[src/rtl/div3_seq_16.sv]
`default_nettype none
// ============================================================================
// Module   : div3_seq_16
// Purpose  : Sequential divide-by-3, two dividend bits per cycle, valid/ready
//            handshake. Optional remainder port under macro DIV3_REM_OUT_EN.
// Revision : 1.0
// ============================================================================
module div3_seq_16 #(
    parameter int W = 16
) (
    input  logic         clk,
    input  logic         rst_n,
    input  logic         in_valid,
    output logic         in_ready,
    input  logic [W-1:0] x,
    output logic         out_valid,
    input  logic         out_ready,
    output logic [W-1:0] q
`ifdef DIV3_REM_OUT_EN
    ,
    output logic [1:0]   r
`endif
);

    localparam int CW = $clog2(W/2);

    localparam logic [1:0]    c_ST_IDLE  = 2'd0;
    localparam logic [1:0]    c_ST_RUN   = 2'd1;
    localparam logic [1:0]    c_ST_DONE  = 2'd2;
    localparam logic [CW-1:0] c_CNT_LOAD = CW'(W/2 - 1);
    localparam logic [CW-1:0] c_CNT_ONE  = CW'(1);

    logic [1:0]    state_q, state_d;
    logic [CW-1:0] cnt_q,   cnt_d;
    logic [W-1:0]  dvd_q,   dvd_d;
    logic [W-3:0]  quo_q,   quo_d;
    logic [1:0]    rem_q,   rem_d;
    logic [W-1:0]  q_q,     q_d;
`ifdef DIV3_REM_OUT_EN
    logic [1:0]    r_q,     r_d;
`endif

    logic [3:0]    w_lut;
    logic [1:0]    w_digit;
    logic [1:0]    w_rem;
    logic [W-1:0]  w_quo_step;

    // t = 4*rem + d lies in 0..11; result packs {t/3, t%3}
    function automatic logic [3:0] div3_lut(input logic [3:0] t);
        logic [3:0] res;
        case (t)
            4'd0:    res = {2'd0, 2'd0};
            4'd1:    res = {2'd0, 2'd1};
            4'd2:    res = {2'd0, 2'd2};
            4'd3:    res = {2'd1, 2'd0};
            4'd4:    res = {2'd1, 2'd1};
            4'd5:    res = {2'd1, 2'd2};
            4'd6:    res = {2'd2, 2'd0};
            4'd7:    res = {2'd2, 2'd1};
            4'd8:    res = {2'd2, 2'd2};
            4'd9:    res = {2'd3, 2'd0};
            4'd10:   res = {2'd3, 2'd1};
            4'd11:   res = {2'd3, 2'd2};
            default: res = 4'd0;
        endcase
        return res;
    endfunction

    assign w_lut      = div3_lut({rem_q, dvd_q[W-1:W-2]});
    assign w_digit    = w_lut[3:2];
    assign w_rem      = w_lut[1:0];
    assign w_quo_step = {quo_q, w_digit};

    always_ff @(posedge clk or negedge rst_n) begin
        if (!rst_n) begin
            state_q <= c_ST_IDLE;
        end else begin
            state_q <= state_d;
        end
    end

    always_comb begin
        state_d = state_q;
        case (state_q)
            c_ST_IDLE: if (in_valid)        state_d = c_ST_RUN;
            c_ST_RUN:  if (cnt_q == '0)     state_d = c_ST_DONE;
            c_ST_DONE: if (out_ready)       state_d = c_ST_IDLE;
            default:                        state_d = c_ST_IDLE;
        endcase
    end

    always_comb begin
        in_ready  = (state_q == c_ST_IDLE);
        out_valid = (state_q == c_ST_DONE);
    end

    always_comb begin
        cnt_d = cnt_q;
        dvd_d = dvd_q;
        quo_d = quo_q;
        rem_d = rem_q;
        q_d   = q_q;
`ifdef DIV3_REM_OUT_EN
        r_d   = r_q;
`endif
        case (state_q)
            c_ST_IDLE: begin
                if (in_valid) begin
                    dvd_d = x;
                    quo_d = '0;
                    rem_d = 2'd0;
                    cnt_d = c_CNT_LOAD;
                end
            end
            c_ST_RUN: begin
                dvd_d = {dvd_q[W-3:0], 2'b00};
                quo_d = w_quo_step[W-3:0];
                rem_d = w_rem;
                if (cnt_q == '0) begin
                    q_d = w_quo_step;
`ifdef DIV3_REM_OUT_EN
                    r_d = w_rem;
`endif
                end else begin
                    cnt_d = cnt_q - c_CNT_ONE;
                end
            end
            default: ;
        endcase
    end

    always_ff @(posedge clk or negedge rst_n) begin
        if (!rst_n) begin
            cnt_q <= '0;
            dvd_q <= '0;
            quo_q <= '0;
            rem_q <= 2'd0;
            q_q   <= '0;
`ifdef DIV3_REM_OUT_EN
            r_q   <= 2'd0;
`endif
        end else begin
            cnt_q <= cnt_d;
            dvd_q <= dvd_d;
            quo_q <= quo_d;
            rem_q <= rem_d;
            q_q   <= q_d;
`ifdef DIV3_REM_OUT_EN
            r_q   <= r_d;
`endif
        end
    end

    assign q = q_q;
`ifdef DIV3_REM_OUT_EN
    assign r = r_q;
`endif

endmodule
`default_nettype wire
[config.mk]
export PLATFORM = sky130hd
export DESIGN_NAME = div3_seq_16
export DESIGN_NICKNAME = d
export VERILOG_FILES = /design/src/rtl/div3_seq_16.sv
export SDC_FILE = /design/constraint.sdc
export NUM_CORES = 1
export LEC_CHECK = 0
export ABC_AREA = 1
export CAP_MARGIN = 5
export CORE_ASPECT_RATIO = 0.5
export CORE_MARGIN = 1.5
export CORE_UTILIZATION = 55
export CTS_BUF_LIST = sky130_fd_sc_hd__clkbuf_8
export CTS_CLUSTER_DIAMETER = 40
export DETAILED_ROUTE_END_ITERATION = 8
export GPL_ROUTABILITY_DRIVEN = 0
export MAX_ROUTING_LAYER = met4
export PLACE_DENSITY = 0.9
export SYNTH_ARGS = -nofsm -noshare
export SYNTH_HDL_FRONTEND = slang
export SYNTH_SLANG_ARGS = --single-unit
[constraint.sdc]
create_clock -name clk -period 1.5 [get_ports clk]
set_input_delay 0.375 -clock clk [delete_from_list [all_inputs] [get_ports clk]]
set_output_delay 0.375 -clock clk [all_outputs]
set_load 0.005 [all_outputs]
; ---- Word-level counts from Yosys, hierarchy flattened
; Memories as Yosys holds them, arrays and structs flattened.
; Index checks and enable logic that the tools add are counted.
[word_totals]
ff_bits = 53
romBits = 64
wordCells = 34
memories = 1
[memory_table]
columns = memory, depth, width, read_ports, rd_ports_with_merged_regs, wr, line
row1 = (name not given), 16, 4, 1, 0, 0, 51  ; case (t)
[classes]
n_addsub = 1
n_eq_ne = 6
n_mux = 13
n_reduce_logical = 7
[op_table]
columns = op, n
row1 = $pmux W16 S2, 1
row2 = $pmux W14 S2, 1
row3 = $mux W16, 1
row4 = $mux W14, 1
row5 = $mux W2, 4
row6 = $mux W3, 2
row7 = $ne A2 B2 Y1 const B, 3
row8 = $pmux W2 S3, 1
row9 = $pmux W3 S2, 1
row10 = $reduce_and A3 Y1, 2
row11 = $pmux W2 S2, 1
row12 = $reduce_and A2 Y1, 2
row13 = $logic_not A3 Y1, 1
row14 = $sub A3 B1 Y3 const B, 1
row15 = $eq A2 B1 Y1 const B, 1
row16 = $eq A2 B2 Y1 const B, 1
row17 = $logic_not A2 Y1, 1
row18 = $ne A2 B1 Y1 const B, 1
row19 = $reduce_bool A2 Y1, 1

; ---- Logic depth before layout (Yosys ltp)
[logic_depth]
word_depth = 3
depth_mapped = 9
ltp_nobuf = 7

; ---- Least setup slack after synthesis
; Ideal clock, no wire load.
[synth_path]
path_kind = register to register
startpoint = register cnt_q[0]
endpoint = register q_q[0] (netlist: q[0])
setup_time_ps = 116
arrival_time_ps = 1208
t_required_ps = 1384
path_slack_ps = 176
path_stages_with_launch = 10
n_path_buf = 2
period_less_slack_ps = 1324
path_cell_list = dfrtp_1 inv_1 ha_1 nand2_1 nor2_4 inv_2 buf_2 buf_6 nand2_1 nand2_1
[synth_between]
elab_chain_cells = 2
[synth_rtl]
columns = item, line
row1 = "start, declared", 34  ; logic [CW-1:0] cnt_q, cnt_d;
row2 = "start signal, assigned", 143  ; cnt_q <= cnt_d;
row3 = $logic_not A3 Y1, 119  ; if (cnt_q == '0) begin
row4 = $reduce_and A2 Y1 (no line), n/a
row5 = "end signal, assigned", 147  ; q_q <= q_d;
row6 = "end, declared", 38  ; logic [W-1:0] q_q, q_d;
; No other way between the ends.
; A chain may end at the register's enable or synchronous reset.

; ---- Final worst setup path
[layout_path]
startpoint = register state_q[1]
endpoint = output port in_ready
[layout_between]
elab_chain_cells = 1
[layout_rtl]
columns = item, line
row1 = "start, declared", 33  ; logic [1:0] state_q, state_d;
row2 = "start signal, assigned", 76  ; state_q <= c_ST_IDLE;
row3 = "start signal, assigned", 78  ; state_q <= state_d;
row4 = $logic_not A2 Y1, 93  ; in_ready = (state_q == c_ST_IDLE);
row5 = "end, declared", 14  ; output logic in_ready,
; No other way between the ends.

==> metrics.md <==
| Metric | Value |
|---|---|
| Status | finished, violations left |
| Failing checks | setup timing |
| Fin cells | approximately 400 |
| Critical Path RT | about 1100 ps |
| Register area share after synthesis | between 50% and 60% |
| Worst R2R End | dvd_q[15]$_DFFE_PN0P_ |
| Synth Area per Inst | roughly 8 sq um |
| Placed Instances | roughly 380 |
| Max VDD drop | just over 1000 uV |
| Critical-path cell list | buf_6 -> nor2_4 -> buf_2 |
| Max incr delay on CP | roughly 430 ps |
| Synthesized area | about 2300 sq um |
| R2R setup slack | 80 ps |
| Pwr Density | between 2000 and 2500 nW/um^2 |
| Row cnt | 16 |
| DRT antenna net count | 0 |
| Share of layout cells above drive strength 1 | 11.3% |
| Setup TNS | -7.41 ps |
| Synthesis Warnings | 0 |
| GRT Residual Overflow | 0 |
| Tmin final | around 1500 ps |
| Period utilization | 100% |
| HP Class | primary input to async pin |
| Total Routed Length | a little over 5000 um |
| Crit-path max FO | 2 |
| Critical-path top delay cell | dfrtp_1 |
| Num CTS Buffers | 5 |
| CP endpoint kind | primary output |
| Commonest non-fill, non-tap cell in the layout | nand2_1 |
| Chip width | approximately 95 um |
| Layout area overhead | 28.6% |
| Synth area leaders | dfrtp_1, nand2_1, inv_1 |
| Slack of the critical path | -7.41 ps |
| DR DRC count | 0 |
| Net switching power | 2.51 mW |
| CP Launch Type | register |
| Hold buffers post-CTS | 0 |
| Nets | 370 |
| DRT Pass-1 Iters | 5 |
| Area leader, netlist | dfrtp_1 |
| Worst-Margin Slew | around 280 ps |
| Core ar. | between 4000 and 5000 sq um |
| Arr. time, crit path | 1130 ps |
| Net Sw Frac | 41.1% |
| Slew Viols, Final | 0 |
| Initial core utilization | roughly three fifths |
| Relative slew slack | 81.3% |
| Internal power | 3.59 mW |
| Commonest cells after routing, fill and taps aside | nand2_1, dfrtp_1, inv_1, clkdlybuf4s50_1, buf_4 |
| Per-cell routed wire length | 12.6 um |
| Pre-CTS setup slack | -77.5 ps |
| Post-Synthesis Cells | about 290 |
| GRT Util Overall | roughly a quarter |
| Sequential Power Share | between 30% and 40% |
| Final setup viols | 1 |
| Clock Skews | about 8.6 ps |
| Max Root-Sink Buffers | 2 |
| Clock power share | 13.2% |
| # IOs | 38 |
| Power share of the combinational group | 48.0% |
| Die height | between 40 and 50 um |
| # diodes | 0 |
| Vias in the first global route | between 1500 and 2000 |
| Netlist cell types | 16 |
| Leak Pwr | about 1.7 nW |
| DR iter-0 viols | 70 |
| Clk pin slew, worst setup/hold paths | about 90 ps |
| #FFs+latches synth | 53 |
| Vias | 2036 |
| Largest net degree at the start of global routing | 54 |
| Synth top area share | between 50% and 60% |
| Root buffer cell | clkbuf_8 |
| Global-route wire length before repair | between 8000 and 9000 um |
| Total power | 6.10 mW |
| Syn_nets | between 300 and 400 |
| HPWL after DPL | around 3300 um |
| CTS sink cnt | 53 |
| Kind of critical path | register to primary output |
| Via/cell ratio | around 5.1 |
| Initial antenna violation count | 0 |
| IO buf count | 37 |
| Max frequency | approximately 660 MHz |
| Worst reg-to-reg path cell count | 6 |
| Worst-Skew Late Latency | roughly 310 ps |
| CTS H-tree lvls | 2 |
| CTS tree | done |
| RSZ-0062 raised after global routing | yes |
| Final Hold Viols | 0 |
| Max-Cap Viols | 0 |
| Die area | 4700 sq um |
| Reg-to-Reg Start | state_q[0]$_DFFE_PN0P_ |
[cell type report]
type | instances | area (sq um)
inverters | 26 | 97.6
well taps | 54 | 67.6
clock buffers | 5 | 68.8
clock inverters | 3 | 22.5
flip-flops and latches | 53 | 1330
fillers | 277 | 982
multi-input cells | 198 | 881
repair buffers | 60 | 558
[flip-flops by register name (all words and copies together), names as in the netlist]
name,flops
q,16
quo_q,14
rem_q,2
state_q,2
cnt_q,3
dvd_q,16
[critical path, delay by kind of cell, from the launching register on]
kind	cells	cell delay, ps
buffers and inverters	2	280
DFF	1	430
and+or+nand+nor	1	120
[synthesized netlist by cell type]
cell type / n
o31ai_1: 1
buf_6: 1
inv_2: 1
o21ai_0: 12
nor2_4: 1
o22ai_1: 10
clkbuf_1: 5
buf_2: 5
inv_1: 25
nand2_2: 1
o21ai_1: 6
nor2_1: 4
dfrtp_1: 53
nand3_1: 11
nand2_1: 146
ha_1: 6
[metal layers]
layer	track usage, %	vias up	share of wire, %
li1	-	1004	-
met5	-	-	0
met4	7.11	0	1.6
met2	40.8	51	49
met1	28.5	969	46
met3	5.61	12	3.4
[what timing repair did]
item / in CTS / in global routing
resized for setup: 24 / 5
endpoints found under the setup margin: 18 / 12
cloned: 0 / 1
pin swaps: 1 / 0
setup buffers: 11 / 0
[cell families (layout without fill, tap and decap cells)]
logic type               Yosys count  after routing  synth area share, %
flip-flops                        53             53                 56.4
AO/OA/AOI/OAI                     29             29                 6.82
adder cells (fa/ha/maj)            6              6                 3.19
AND/OR/NAND/NOR                  163            163                 27.1
buffers and inverters             37             94                 6.50
[power by group through the flow]
stage	clock (mW)	sequential (mW)	combinational, mW
3_5_place_dp	0	2.41	2.75
5_1_grt	0.877	2.44	3.30
2_1_floorplan	0	2.35	1.69
6_report	0.807	2.37	2.92
4_1_cts	0.813	2.36	2.83
3_3_place_gp	0	2.36	2.60
[metrics by stage]
stage               area (sq um)  utilization (%)  hold slack (ps)
finish                      3020             75.5             37.4
global route                3020             75.5             63.4
CTS                         3000             75.0             53.6
detailed placement          2850             71.1              390
global placement            2850             71.1              381
floorplan                   2350                -             79.4
[how the worst max path moves through the flow]
stage,from,endpoint,slack [ps]
after global placement,state_q[0]$_DFFE_PN0P_,in_ready,20
final,state_q[1]$_DFFE_PN0P_,in_ready,-7
after CTS,state_q[1]$_DFFE_PN0P_,in_ready,20
after detailed placement,state_q[0]$_DFFE_PN0P_,in_ready,-80
after floorplan,cnt_q[0]$_DFFE_PN0P_,q[0]$_DFFE_PN0P_,180
after global routing,state_q[1]$_DFFE_PN0P_,out_valid,-20
Note: power is estimated with default switching activity, not from simulation.
